--- src/rtl/fifo_nibble_uart_tx.sv ---
// Drains a nibble FIFO and pairs the nibbles into bytes, low nibble first.
// Each byte is sent LSB first as a UART 8N1 frame on tx.
module fifo_nibble_uart_tx #(
  parameter int WIDTH        = 4,
  parameter int CLKS_PER_BIT = 16
) (
  input  logic             clk,
  input  logic             rst_n,
  input  logic             fifo_empty,
  input  logic [WIDTH-1:0] fifo_rdata,
  output logic             fifo_rd,
  output logic             tx,
  output logic             busy,
  output logic             tx_done,
  output logic [7:0]       frame_cnt
);

  localparam int BW = 2 * WIDTH;
  localparam int TW = (CLKS_PER_BIT > 1) ? $clog2(CLKS_PER_BIT) : 1;
  localparam int IW = (BW > 1) ? $clog2(BW) : 1;

  typedef enum logic [2:0] {S_IDLE, S_WAIT_HI, S_START, S_DATA, S_STOP} state_t;

  state_t          r_state, w_state_nxt;
  logic [TW-1:0]   r_timer;
  logic [IW-1:0]   r_idx, w_idx_nxt;
  logic [BW-1:0]   r_byte;
  logic            r_rd_q;
  logic            r_tx;
  logic            r_tx_done;
  logic [7:0]      r_frame_cnt;
  logic            w_bit_end;
  logic            w_tx_nxt;

  assign w_bit_end = (r_timer == TW'(CLKS_PER_BIT - 1));

  // rd_q blocks a second pop until the FIFO's empty flag has caught up.
  assign fifo_rd   = rst_n && (r_state == S_IDLE || r_state == S_WAIT_HI) &&
                     !fifo_empty && !r_rd_q;
  assign busy      = (r_state != S_IDLE);
  assign tx        = r_tx;
  assign tx_done   = r_tx_done;
  assign frame_cnt = r_frame_cnt;

  always_ff @(posedge clk or negedge rst_n) begin
    if (!rst_n) r_state <= S_IDLE;
    else        r_state <= w_state_nxt;
  end

  always_comb begin
    w_state_nxt = r_state;
    w_idx_nxt   = r_idx;
    case (r_state)
      S_IDLE:    if (fifo_rd) w_state_nxt = S_WAIT_HI;
      S_WAIT_HI: if (fifo_rd) w_state_nxt = S_START;
      S_START: if (w_bit_end) begin
        w_state_nxt = S_DATA;
        w_idx_nxt   = '0;
      end
      S_DATA: if (w_bit_end) begin
        if (r_idx == IW'(BW - 1)) w_state_nxt = S_STOP;
        else                      w_idx_nxt   = r_idx + IW'(1);
      end
      S_STOP:  if (w_bit_end) w_state_nxt = S_IDLE;
      default: w_state_nxt = S_IDLE;
    endcase
  end

  // tx is registered from the next state so the start bit appears the cycle after the high pop.
  always_comb begin
    w_tx_nxt = 1'b1;
    if (w_state_nxt == S_START)     w_tx_nxt = 1'b0;
    else if (w_state_nxt == S_DATA) w_tx_nxt = r_byte[w_idx_nxt];
  end

  always_ff @(posedge clk or negedge rst_n) begin
    if (!rst_n) begin
      r_timer     <= '0;
      r_idx       <= '0;
      r_byte      <= '0;
      r_rd_q      <= 1'b0;
      r_tx        <= 1'b1;
      r_tx_done   <= 1'b0;
      r_frame_cnt <= '0;
    end else begin
      r_rd_q    <= fifo_rd;
      r_tx      <= w_tx_nxt;
      r_idx     <= w_idx_nxt;
      r_tx_done <= 1'b0;
      if ((r_state == S_START || r_state == S_DATA || r_state == S_STOP) && !w_bit_end)
        r_timer <= r_timer + TW'(1);
      else
        r_timer <= '0;
      if (fifo_rd && r_state == S_IDLE)    r_byte[WIDTH-1:0]  <= fifo_rdata;
      if (fifo_rd && r_state == S_WAIT_HI) r_byte[BW-1:WIDTH] <= fifo_rdata;
      if (r_state == S_STOP && w_bit_end) begin
        r_tx_done   <= 1'b1;
        r_frame_cnt <= r_frame_cnt + 8'd1;
      end
    end
  end

endmodule

--- config.mk ---
export PLATFORM = sky130hd
export DESIGN_NAME = fifo_nibble_uart_tx
export DESIGN_NICKNAME = d
export VERILOG_FILES = /design/src/rtl/fifo_nibble_uart_tx.sv
export SDC_FILE = /design/constraint.sdc
export NUM_CORES = 1
export LEC_CHECK = 0
export BUFFER_PORTS_ARGS = -buffer_cell sky130_fd_sc_hd__buf_2
export CAP_MARGIN = 5
export CORE_AREA = 2 2 59 88
export DETAILED_ROUTE_END_ITERATION = 8
export DIE_AREA = 0 0 61 90
export GPL_ROUTABILITY_DRIVEN = 0
export PLACE_DENSITY = 0.5
export SLEW_MARGIN = 30
export SYNTH_ARGS = -nofsm -noshare
export SYNTH_HDL_FRONTEND = slang
export SYNTH_SLANG_ARGS = --single-unit
--- constraint.sdc ---
create_clock -name clk -period 4.2 [get_ports clk]
set_input_delay 0.84 -clock clk [delete_from_list [all_inputs] [get_ports clk]]
set_output_delay 0.84 -clock clk [all_outputs]
set_load 0.05 [all_outputs]
==> results of run 1 <==
==> power by group through the flow <==
| stage | clock network (mW) | registers [mW] | logic [mW] |
|---|---|---|---|
| 6_report | 0.228 | 0.282 | 0.0140 |
| 5_1_grt | 0.249 | 0.282 | 0.0159 |
| 4_1_cts | 0.235 | 0.282 | 0.0147 |
| 3_5_place_dp | 0 | 0.287 | 0.0146 |
| 3_3_place_gp | 0 | 0.287 | 0.0142 |
| 2_1_floorplan | 0 | 0.289 | 0.00243 |
==> flip-flops by register name, summed over array words and instances, names as in the netlist <==
| name | flops |
|---|---|
| r_byte | 8 |
| tx | 1 |
| r_state | 3 |
| r_idx | 3 |
| frame_cnt | 8 |
| tx_done | 1 |
| r_timer | 4 |
| r_rd_q | 1 |
==> cell families after synthesis <==
group                    synth area share (%)
AND/OR/NAND/NOR                         20.31
flip-flops                              52.91
multiplexers                            11.48
AO/OA/AOI/OAI                           4.645
XOR/XNOR                                5.737
buffers and inverters                   2.185
adder cells (fa/ha/maj)                 2.733
==> how the worst max path moves through the flow <==
stage / from / to / slack (ps)
after floorplan: fifo_empty / fifo_rd / 1260
after global placement: fifo_empty / fifo_rd / 1400
after detailed placement: fifo_empty / fifo_rd / 1330
after CTS: fifo_empty / fifo_rd / 1330
after global routing: fifo_empty / fifo_rd / 1270
final: fifo_empty / fifo_rd / 1340
==> placed cells by master, fill, tap and decap left out, types with 2 or more instances in the layout <==
master,Yosys,final
dfrtp_1,28,28
nand3_1,3,3
buf_2,0,18
clkbuf_8,0,6
xnor2_1,5,5
or3_1,2,2
mux2i_1,3,3
nand4_1,3,3
a21oi_1,3,3
mux2_2,2,2
ha_1,3,3
and3_1,3,3
xor2_1,4,4
nor2_1,13,13
o21ai_0,2,2
mux2_1,8,8
nand2_1,12,12
==> layer usage <==
layer  track usage (%)  share of wire, %  up-vias
li1                  -                 -      460
met1             12.53                42      473
met2             18.19                52       27
met3             2.878               4.0        6
met4             4.891               2.0        0
met5                 0                 0        -
==> layout make-up <==
cell class / instances / area, µm² / area share [%]
inverters: 2 / 7.507 / 0.4640
clock buffers: 7 / 86.33 / 5.336
well taps: 66 / 82.58 / 5.104
multi-input cells: 83 / 616.8 / 38.13
flip-flops and latches: 29 / 726.9 / 44.93
repair buffers: 19 / 97.59 / 6.032
==> metrics by stage <==
stage               hold WS [ps]  utilization, %  instances  area, µm²  setup slack, ps
finish                     462.1           33.91        206       1618             1341
global placement           445.1           32.10        199       1531             1397
global route               494.0           33.91        206       1618             1266
CTS                        468.9           33.91        206       1618             1331
detailed placement         460.7           32.10        199       1531             1333
floorplan                  432.4               -        118       1374             1262
==> results.txt, run 1 <==
----------------------------------------------------
[Place]
  Number of buffers inserted by port buffering ... 18
  Half-perimeter wire length of the detailed placement result ... 1986 µm

[Final layout]
  Number of antenna cells inserted ... 0
  Final-stage net count ... 150
  Layout cells sized above 1 ... 25.00%
  Area Growth Syn to Fin ... 17.76%
  Number of fillers in the final layout ... 492

[Timing]
  Final setup TNS ... 0 ps
  Fmax ... 349.8 MHz
  RSZ-0062 raised after global routing ... false
  Minimum clock period after layout ... 2859 ps
  Final Hold Violating Endpoints ... 0
  Share of the cycle needed by the critical path after routing ... 68.06%
  Max-slew violation count ... 0
  Worst max-slew margin expressed relative to the limit ... 71.57%
  Final clock skew ... 4.042 ps
  Slew of the pin with the lowest slew margin ... 426.5 ps
  Number of endpoints failing setup at the final stage ... 0

[Critical path]
  Required time reported for the critical path endpoint ... 3360 ps
  Max stage delay cell, worst path ... or4b_4
  Worst-path maximum fanout ... 5
  Critical Path Stages ... 4
  Start of the worst register-to-register path ... r_timer[0]$_DFF_PN0_
  CP Launch Type ... input pin
  Cell repeated most along the worst path ... buf_2
  Cell chain of the critical path ... buf_2, or4b_4, nor2_1, buf_2
  Endpoint of the worst-slack reg-to-reg timing path ... tx$_DFF_PN1_
  Cells on worst reg2reg path ... 7
  Critical path class ... input pin to primary output
  Arrival time reported for the critical path endpoint ... 2020 ps
  Crit path capture type ... primary output
  Crit-path leading delay family ... simple AND/OR/NAND/NOR gates
  Worst reg2reg setup slack ... 2030 ps
  Stage delay of the slowest cell on the critical path ... 540 ps
  Buffers plus inverters on the worst setup path ... 2

[GRT]
  Largest net degree at the start of global routing ... 30
  Number of global-route vias before repair ... 969
  Wire length of the first global-routing pass ... 4485 µm
  All-Layer GR Usage ... 10.91%
  Number of antenna violations at the first check in global routing ... 0
  Leftover overflow at the end of global routing ... 0

[Pwr]
  Clock Power Share ... 43.5%
  Worst voltage drop across the vdd grid ... 0.0001858 V
  Total power of the final layout ... 0.5242 mW
  Combinational share of power ... 2.7%
  Static leakage ... 0.8315 nW
  Sw Share ... 20.64%
  Net Sw Power ... 0.1082 mW
  Cell internal power dissipation ... 0.4160 mW
  Ratio of total power to cell area ... 324.0 nW/µm²
  Power share of the sequential group ... 53.9%

[Routing]
  Residual antenna-violating net count after detailed routing ... 0
  Sum of routed wire length over all layers ... 2717 µm
  Number of optimization iterations in the first detailed-route pass ... 4
  DRT iter0 DRCs ... 10
  Via/cell ratio ... 4.689
  Vias ... 966
  Average wire per standard cell ... 13.19 µm
  Drt drc ... 0

[Clock network]
  Total CTS buffers ... 5
  H-tree levels ... 2
  CTS tree ... built
  Clock tree buffer depth ... 2
  Count of buffers added by post-CTS timing repair for setup ... 0
  Library cell used as clock root buffer ... clkbuf_8
  Count of instances resized after the clock tree is built ... 0
  Clk Latency, worst-skew pair ... 270 ps
  Clock input transition at the sequential cells of the worst setup and hold paths ... 60 ps
  # hold bufs at CTS ... 0
  Sinks on the clock net ... 29

[Synthesis]
  Most used flip-flop cell after synthesis ... dfrtp_1
  Number of warnings reported in the yosys synthesis log ... 0
  Post-synthesis cell area ... 1374 µm²
  Count of state elements after synthesis ... 29
  Cell types with the largest area share after synthesis ... dfrtp_1 51%, mux2_1 6.6%, nor2_1 3.6%
  Leading post-synthesis cells by instance count ... 28 x dfrtp_1, 13 x nor2_1, 12 x nand2_1
  Mapped Nets ... 128
  Post-Synthesis Cells ... 118
  Fraction of registers with async set or reset after synthesis ... 100.0%
  Most used standard cell by instance count after synthesis ... dfrtp_1
  Yosys top cell by area ... dfrtp_1
  Fraction of the yosys area taken by sequential cells ... 52.91%
  Top-area cell type share of the netlist area ... 51.00%
  EDFF count, synth ... 0
  Avg Cell Area, Syn ... 11.64 µm²
  Number of different library cells in the post-synthesis netlist ... 37

[Floorplanning]
  Die Width ... 61 µm
  Y dimension of the die ... 90 µm
  Initial Utilization ... 28.80%
  Top-level port count ... 19
  Count of standard-cell rows ... 31
  Core footprint ... 4771 µm²
  Overall die area ... 5490 µm²

[Worst hold path]
  Worst min-delay path endpoint ... r_timer[0]$_DFF_PN0_
  Hold path startpoint ... r_timer[0]$_DFF_PN0_
  Worst hold path type ... flop to flop
  Worst hold path cell count ... 1

[Flow run]
  Number of maximum-capacitance violations ... 0

[Run status]
  Outcome ... completed

----------------------------------------------------
Note: power is estimated with default switching activity, not from simulation.
==> run 2: changes to the inputs <==
==> constraint.sdc (replaced) <==
create_clock -name clk -period 2.8 [get_ports clk]
set_input_delay 0.56 -clock clk [delete_from_list [all_inputs] [get_ports clk]]
set_output_delay 0.56 -clock clk [all_outputs]
set_load 0.05 [all_outputs]
==> run 2 against run 1 <==
  * Sequential power up 50%
  * Critical path depth down 1
  * Sequential share of layout area unchanged
  * Final cell count unchanged
  * Sequential cell count unchanged
  * Total power up 50%
  * Cell area unchanged
  * First-iteration DRC count up 130%
  * Worst setup slack worse by 900 ps
  * Die area unchanged
  * Clock power up 49%
  * Global-route usage about the same
  * Largest power group unchanged
==> results.txt, run 2 (synthesis gave the netlist of run 1 again) <==
----------------------------------------------------
[Run status]
  Outcome ... completed

[Pwr]
  Total power of the final layout ... 0.7841 mW (+50%)
  Static leakage ... 0.8315 nW (unchanged)
  Ratio of total power to cell area ... 484.6 nW/µm² (+50%)
  Worst voltage drop across the vdd grid ... 0.0003019 V (+63%)

[GRT]
  Wire length of the first global-routing pass ... 4540 µm (+1.2%)
  All-Layer GR Usage ... 10.94% (+0.035 points)
  Number of antenna violations at the first check in global routing ... 0 (unchanged)
  Leftover overflow at the end of global routing ... 0 (unchanged)
  Number of global-route vias before repair ... 971 (+0.21%)
  Largest net degree at the start of global routing ... 30 (unchanged)

[Final layout]
  Most frequent cells in the layout ... 28 x dfrtp_1, 18 x buf_2, 13 x nor2_1
  Number of fillers in the final layout ... 488 (-0.81%)
  Total non-filler cell area in the finished layout ... 1618 µm² (unchanged)
  Storage element area ... 726.9 µm² (unchanged)
  Most common library cell in the layout ignoring fill and taps ... dfrtp_1
  Final-stage net count ... 150 (unchanged)
  Area Growth Syn to Fin ... 17.76% (unchanged)
  Layout cells sized above 1 ... 25.00% (unchanged)
  Combined area of the multi-input logic cells ... 616.8 µm² (unchanged)
  Number of antenna cells inserted ... 0 (unchanged)

[Clock network]
  Sinks on the clock net ... 29 (unchanged)
  # hold bufs at CTS ... 0 (unchanged)
  H-tree levels ... 2 (unchanged)
  Clock tree buffer depth ... 2 (unchanged)
  Clk Latency, worst-skew pair ... 270 ps (about the same)
  Clock input transition at the sequential cells of the worst setup and hold paths ... 60 ps (about the same)
  Count of instances resized after the clock tree is built ... 0 (unchanged)
  Total CTS buffers ... 5 (unchanged)
  Count of buffers added by post-CTS timing repair for setup ... 0 (unchanged)
  Library cell used as clock root buffer ... clkbuf_8
  CTS tree ... built

[Critical path]
  Worst-path maximum fanout ... 6 (+1)
  Required time reported for the critical path endpoint ... 2240 ps (-1120 ps)
  Worst reg2reg setup slack ... 600 ps (-1430 ps)
  Crit path capture type ... primary output
  Cells on worst reg2reg path ... 7 (unchanged)
  Max stage delay cell, worst path ... or4b_4
  Start of the worst register-to-register path ... r_timer[0]$_DFF_PN0_
  Endpoint of the worst-slack reg-to-reg timing path ... tx$_DFF_PN1_
  CP Launch Type ... flop
  Arrival time reported for the critical path endpoint ... 1790 ps (-230 ps)
  Stage delay of the slowest cell on the critical path ... 600 ps (+60 ps)
  Critical path class ... flop to primary output
  Launching element of the worst setup path ... r_state[1]$_DFF_PN0_
  Cell chain of the critical path ... or4b_4, nor2_1, buf_2

[Timing]
  Worst max-slew margin expressed relative to the limit ... 72.64% (+1.1 points)
  Minimum clock period after layout ... 2354 ps
  Final Hold Violating Endpoints ... 0 (unchanged)
  Final clock skew ... 5.602 ps (+1.559 ps)
  Slew of the pin with the lowest slew margin ... 410.4 ps (-16.13 ps)
  Max-slew violation count ... 0 (unchanged)
  Fmax ... 424.8 MHz
  Share of the cycle needed by the critical path after routing ... 84.07%
  Post-Route Hold Slack ... 335.0 ps (-127.1 ps)
  Number of endpoints failing setup at the final stage ... 0 (unchanged)
  Final setup TNS ... 0 ps (unchanged)
  RSZ-0062 raised after global routing ... false

[Place]
  Cell area reported after detailed placement ... 1531 µm² (unchanged)
  Number of buffers inserted by port buffering ... 18 (unchanged)
  Half-perimeter wire length of the detailed placement result ... 1919 µm (-3.3%)

[Routing]
  Via/cell ratio ... 4.539 (-3.2%)
  Highest routed metal layer ... met4
  Residual antenna-violating net count after detailed routing ... 0 (unchanged)
  Average wire per standard cell ... 12.44 µm (-5.7%)
  Drt drc ... 0 (unchanged)
  Met3 wire length ... 79 µm (-28%)
  Sum of routed wire length over all layers ... 2562 µm (-5.7%)
  Routed length on met1 ... 1136 µm (+0.35%)
  Vias ... 935 (-3.2%)
  DRT iter0 DRCs ... 23 (+13)
  Amount of wire on met2 after detailed routing ... 1289 µm (-9.1%)
  Number of optimization iterations in the first detailed-route pass ... 4 (unchanged)

[Floorplanning]
  Overall die area ... 5490 µm² (unchanged)
  Top-level port count ... 19 (unchanged)
  Y dimension of the die ... 90 µm (unchanged)
  Count of standard-cell rows ... 31 (unchanged)
  Core footprint ... 4771 µm² (unchanged)
  Die Width ... 61 µm (unchanged)
  Initial Utilization ... 28.80% (unchanged)

[Worst hold path]
  Worst hold path type ... input pin to asynchronous set/reset pin

[Flow run]
  Number of maximum-capacitance violations ... 0 (unchanged)

----------------------------------------------------
## run 2: cell type report
class	instances	share of cell area, %
Clock buffer	7	5.336
Inverter	2	0.4640
Multi-Input combinational cell	83	38.13
Sequential cell	29	44.93
Tap cell	66	5.104
Timing Repair Buffer	19	6.032
## run 2: worst max-delay path: cells and delay by family, from the launching register on
| kind | cells | cell delay [ps] |
|---|---|---|
| buffers and inverters | 1 | 300 |
| DFF | 1 | 450 |
| and+or+nand+nor | 2 | 770 |
## run 2: layer usage
metal / vias up / global-route usage (%)
li1: 456 / -
met1: 454 / 12.82
met2: 20 / 17.83
met3: 5 / 2.734
met4: 0 / 5.435
met5: - / 0
## run 2: per-stage QoR
step | utilization (%) | instances | setup WS (ps)
6_report | 33.91 | 206 | 446.0
2_1_floorplan | - | 118 | 241.3
5_1_grt | 33.91 | 206 | 346.7
4_1_cts | 33.91 | 206 | 427.5
3_5_place_dp | 32.10 | 199 | 556.0
3_3_place_gp | 32.10 | 199 | 555.9
## run 2: report_power, final
part           internal [mW]  total, mW  switching, mW
Combinational        0.00709     0.0209         0.0139
Sequential             0.422      0.424        0.00114
Clock                  0.194      0.340          0.145
## run 2: how the worst max path moves through the flow
stage | cells past startpoint | endpoint
2_1_floorplan | 4 | r_byte[4]$_DFFE_PN0P_
3_3_place_gp | 4 | fifo_rd
3_5_place_dp | 4 | fifo_rd
4_1_cts | 3 | fifo_rd
5_1_grt | 3 | fifo_rd
6_report | 3 | fifo_rd
==> run 3: changes to the inputs <==
==> constraint.sdc (replaced) <==
create_clock -name clk -period 2.2 [get_ports clk]
set_input_delay 0.44 -clock clk [delete_from_list [all_inputs] [get_ports clk]]
set_output_delay 0.44 -clock clk [all_outputs]
set_load 0.05 [all_outputs]
==> run 3 against run 2 <==
  * Clock skew is essentially flat
  * Cell area rose by 3.5%
  * Sequential cell count unchanged
  * Final cell count rose by 2.4%
  * Global-route usage increased by 0.33 points
  * First-iteration DRC count shrank 48%
  * Non-clock buffer count increased by 4
  * Core utilization increased by 1.2 points
  * Largest power group unchanged
  * Highest routed layer unchanged
==> results.txt, run 3 (synthesis gave the netlist of run 1 again) <==
----------------------------------------------------
[Clock network]
  Clk Latency, worst-skew pair ... 280 ps (about the same)
  H-tree levels ... 2 (unchanged)
  Library cell used as clock root buffer ... clkbuf_8
  CTS tree ... built
  Total CTS buffers ... 5 (unchanged)
  Sinks on the clock net ... 29 (unchanged)
  Clock tree buffer depth ... 2 (unchanged)
  # hold bufs at CTS ... 0 (unchanged)
  Clock input transition at the sequential cells of the worst setup and hold paths ... 70 ps (about the same)

[Routing]
  Residual antenna-violating net count after detailed routing ... 0 (unchanged)
  Vias ... 959 (+2.6%)
  Average wire per standard cell ... 12.67 µm (+1.9%)
  Number of optimization iterations in the first detailed-route pass ... 3 (-1)
  Drt drc ... 0 (unchanged)
  Sum of routed wire length over all layers ... 2673 µm (+4.3%)
  Via/cell ratio ... 4.545 (+0.14%)
  DRT iter0 DRCs ... 12 (-48%)

[Critical path]
  Worst reg2reg setup slack ... 110 ps (-490 ps)
  Required time reported for the critical path endpoint ... 1760 ps (-480 ps)
  Cells on worst reg2reg path ... 7 (unchanged)
  Arrival time reported for the critical path endpoint ... 1680 ps (-110 ps)
  Start of the worst register-to-register path ... r_timer[0]$_DFF_PN0_
  Crit path capture type ... primary output
  Critical path class ... flop to primary output
  Endpoint of the worst-slack reg-to-reg timing path ... tx$_DFF_PN1_
  Worst-path maximum fanout ... 6 (unchanged)
  CP Launch Type ... flop

[Timing]
  Final clock skew ... 6.004 ps (+0.4024 ps)
  Share of the cycle needed by the critical path after routing ... 96.40%
  Fmax ... 471.5 MHz
  RSZ-0062 raised after global routing ... false
  Number of endpoints failing setup at the final stage ... 0 (unchanged)
  Max-slew violation count ... 0 (unchanged)
  Slew of the pin with the lowest slew margin ... 448.2 ps (+37.80 ps)
  Worst max-slew margin expressed relative to the limit ... 69.70% (-2.9 points)
  Final setup TNS ... 0 ps (unchanged)
  Final Hold Violating Endpoints ... 0 (unchanged)
  Minimum clock period after layout ... 2121 ps

[Final layout]
  Layout cells sized above 1 ... 29.66% (+4.7 points)
  Most common library cell in the layout ignoring fill and taps ... dfrtp_1
  Most frequent cells in the layout ... 28 x dfrtp_1, 17 x buf_2, 12 x nand2_1, 12 x nor2_1, 8 x mux2_1
  Number of fillers in the final layout ... 482 (-1.2%)
  Final-stage net count ... 154 (+2.7%)
  Non-filler cells, final ... 211 (+2.4%)
  Area Growth Syn to Fin ... 21.86%
  Number of antenna cells inserted ... 0 (unchanged)
  Total non-filler cell area in the finished layout ... 1674 µm² (+3.5%)

[GRT]
  Number of global-route vias before repair ... 1055 (+8.7%)
  Met3 layer usage reported by global route ... 3.022% (+0.29 points)
  Wire length of the first global-routing pass ... 4698 µm (+3.5%)
  Most Used Layer, Global Route ... met2
  Largest net degree at the start of global routing ... 30 (unchanged)
  All-Layer GR Usage ... 11.27% (+0.33 points)
  Global routing usage on met1 ... 13.26% (+0.44 points)
  Met2 Use GR ... 18.82% (+0.99 points)
  Leftover overflow at the end of global routing ... 0 (unchanged)
  Number of antenna violations at the first check in global routing ... 0 (unchanged)

[Place]
  Instance count after placement with tap cells included ... 202 (+1.5%)
  Number of buffers inserted by port buffering ... 18 (unchanged)
  Half-perimeter wire length of the detailed placement result ... 1957 µm (+1.9%)
  Cell area reported after detailed placement ... 1556 µm² (+1.6%)

[Floorplanning]
  Die Width ... 61 µm (unchanged)
  Overall die area ... 5490 µm² (unchanged)
  Core footprint ... 4771 µm² (unchanged)
  Initial Utilization ... 28.80% (unchanged)
  Top-level port count ... 19 (unchanged)
  Count of standard-cell rows ... 31 (unchanged)
  Y dimension of the die ... 90 µm (unchanged)

[Pwr]
  Worst voltage drop across the vdd grid ... 0.0003076 V (+1.9%)
  Total power of the final layout ... 0.9798 mW (+25%)
  Static leakage ... 0.8529 nW (+2.6%)
  Ratio of total power to cell area ... 585.3 nW/µm² (+21%)

[Worst hold path]
  Worst hold path type ... input pin to asynchronous set/reset pin

[Run status]
  Outcome ... completed

[Flow run]
  Number of maximum-capacitance violations ... 0 (unchanged)

----------------------------------------------------
-- run 3: cell count changes in the layout (fill, tap and decap cells not counted), sizes merged --
cell	before	now
buf	19	23
clkbuf	7	6
clkinv	1	3
-- run 3: layout make-up --
type,instances,area [µm²],share of cell area [%]
sequential,29,726.9,43.42
multi-input combinational,83,640.6,38.27
timing repair buffer,23,133.9,7.997
tap,66,82.58,4.933
clock buffer,6,72.57,4.335
clock inverter,2,10.01,0.5979
inverter,2,7.507,0.4484
-- run 3: repair_timing --
| action | CTS | global route |
|---|---|---|
| setup buffers | 0 | 1 |
| pin swaps | 0 | 0 |
| setup endpoints to repair | 2 | 2 |
| cloned | 0 | 0 |
| gates resized for setup | 2 | 3 |
-- run 3: worst max-delay path: stages, from the launching register on --
cell,delay (ps)
dfrtp_1,450
or4b_4,610
nor2_2,160
buf_6,180
-- run 3: worst max-delay path by stage --
stage / startpoint / end / slack, ps
6_report: r_state[1]$_DFF_PN0_ / fifo_rd / 80
5_1_grt: r_state[1]$_DFF_PN0_ / fifo_rd / 10
4_1_cts: r_timer[0]$_DFF_PN0_ / tx$_DFF_PN1_ / 20
3_5_place_dp: r_timer[0]$_DFF_PN0_ / tx$_DFF_PN1_ / 20
3_3_place_gp: r_timer[0]$_DFF_PN0_ / tx$_DFF_PN1_ / 110
2_1_floorplan: r_state[1]$_DFF_PN0_ / r_byte[4]$_DFFE_PN0P_ / 40
-- run 3: power breakdown --
| group | leakage, nW | total [mW] | switching, mW | internal [mW] |
|---|---|---|---|---|
| Combinational | 0.433 | 0.0261 | 0.0171 | 0.00901 |
| Sequential | 0.375 | 0.539 | 0.00162 | 0.537 |
| Clock | 0.0450 | 0.415 | 0.196 | 0.219 |
-- run 3: per-stage QoR --
step	hold slack [ps]	utilization, %	worst slack, ps
2_1_floorplan	144.4	-	38.65
3_3_place_gp	443.3	32.63	109.8
3_5_place_dp	459.1	32.63	21.32
4_1_cts	200.7	34.46	18.82
5_1_grt	223.0	35.09	13.71
6_report	189.3	35.09	79.26
-- run 3: routing by layer --
metal / vias to the layer above / wire length, µm
met5: - / 0
li1: 466 / -
met4: 0 / 51
met1: 467 / 1128
met3: 6 / 107
met2: 20 / 1386
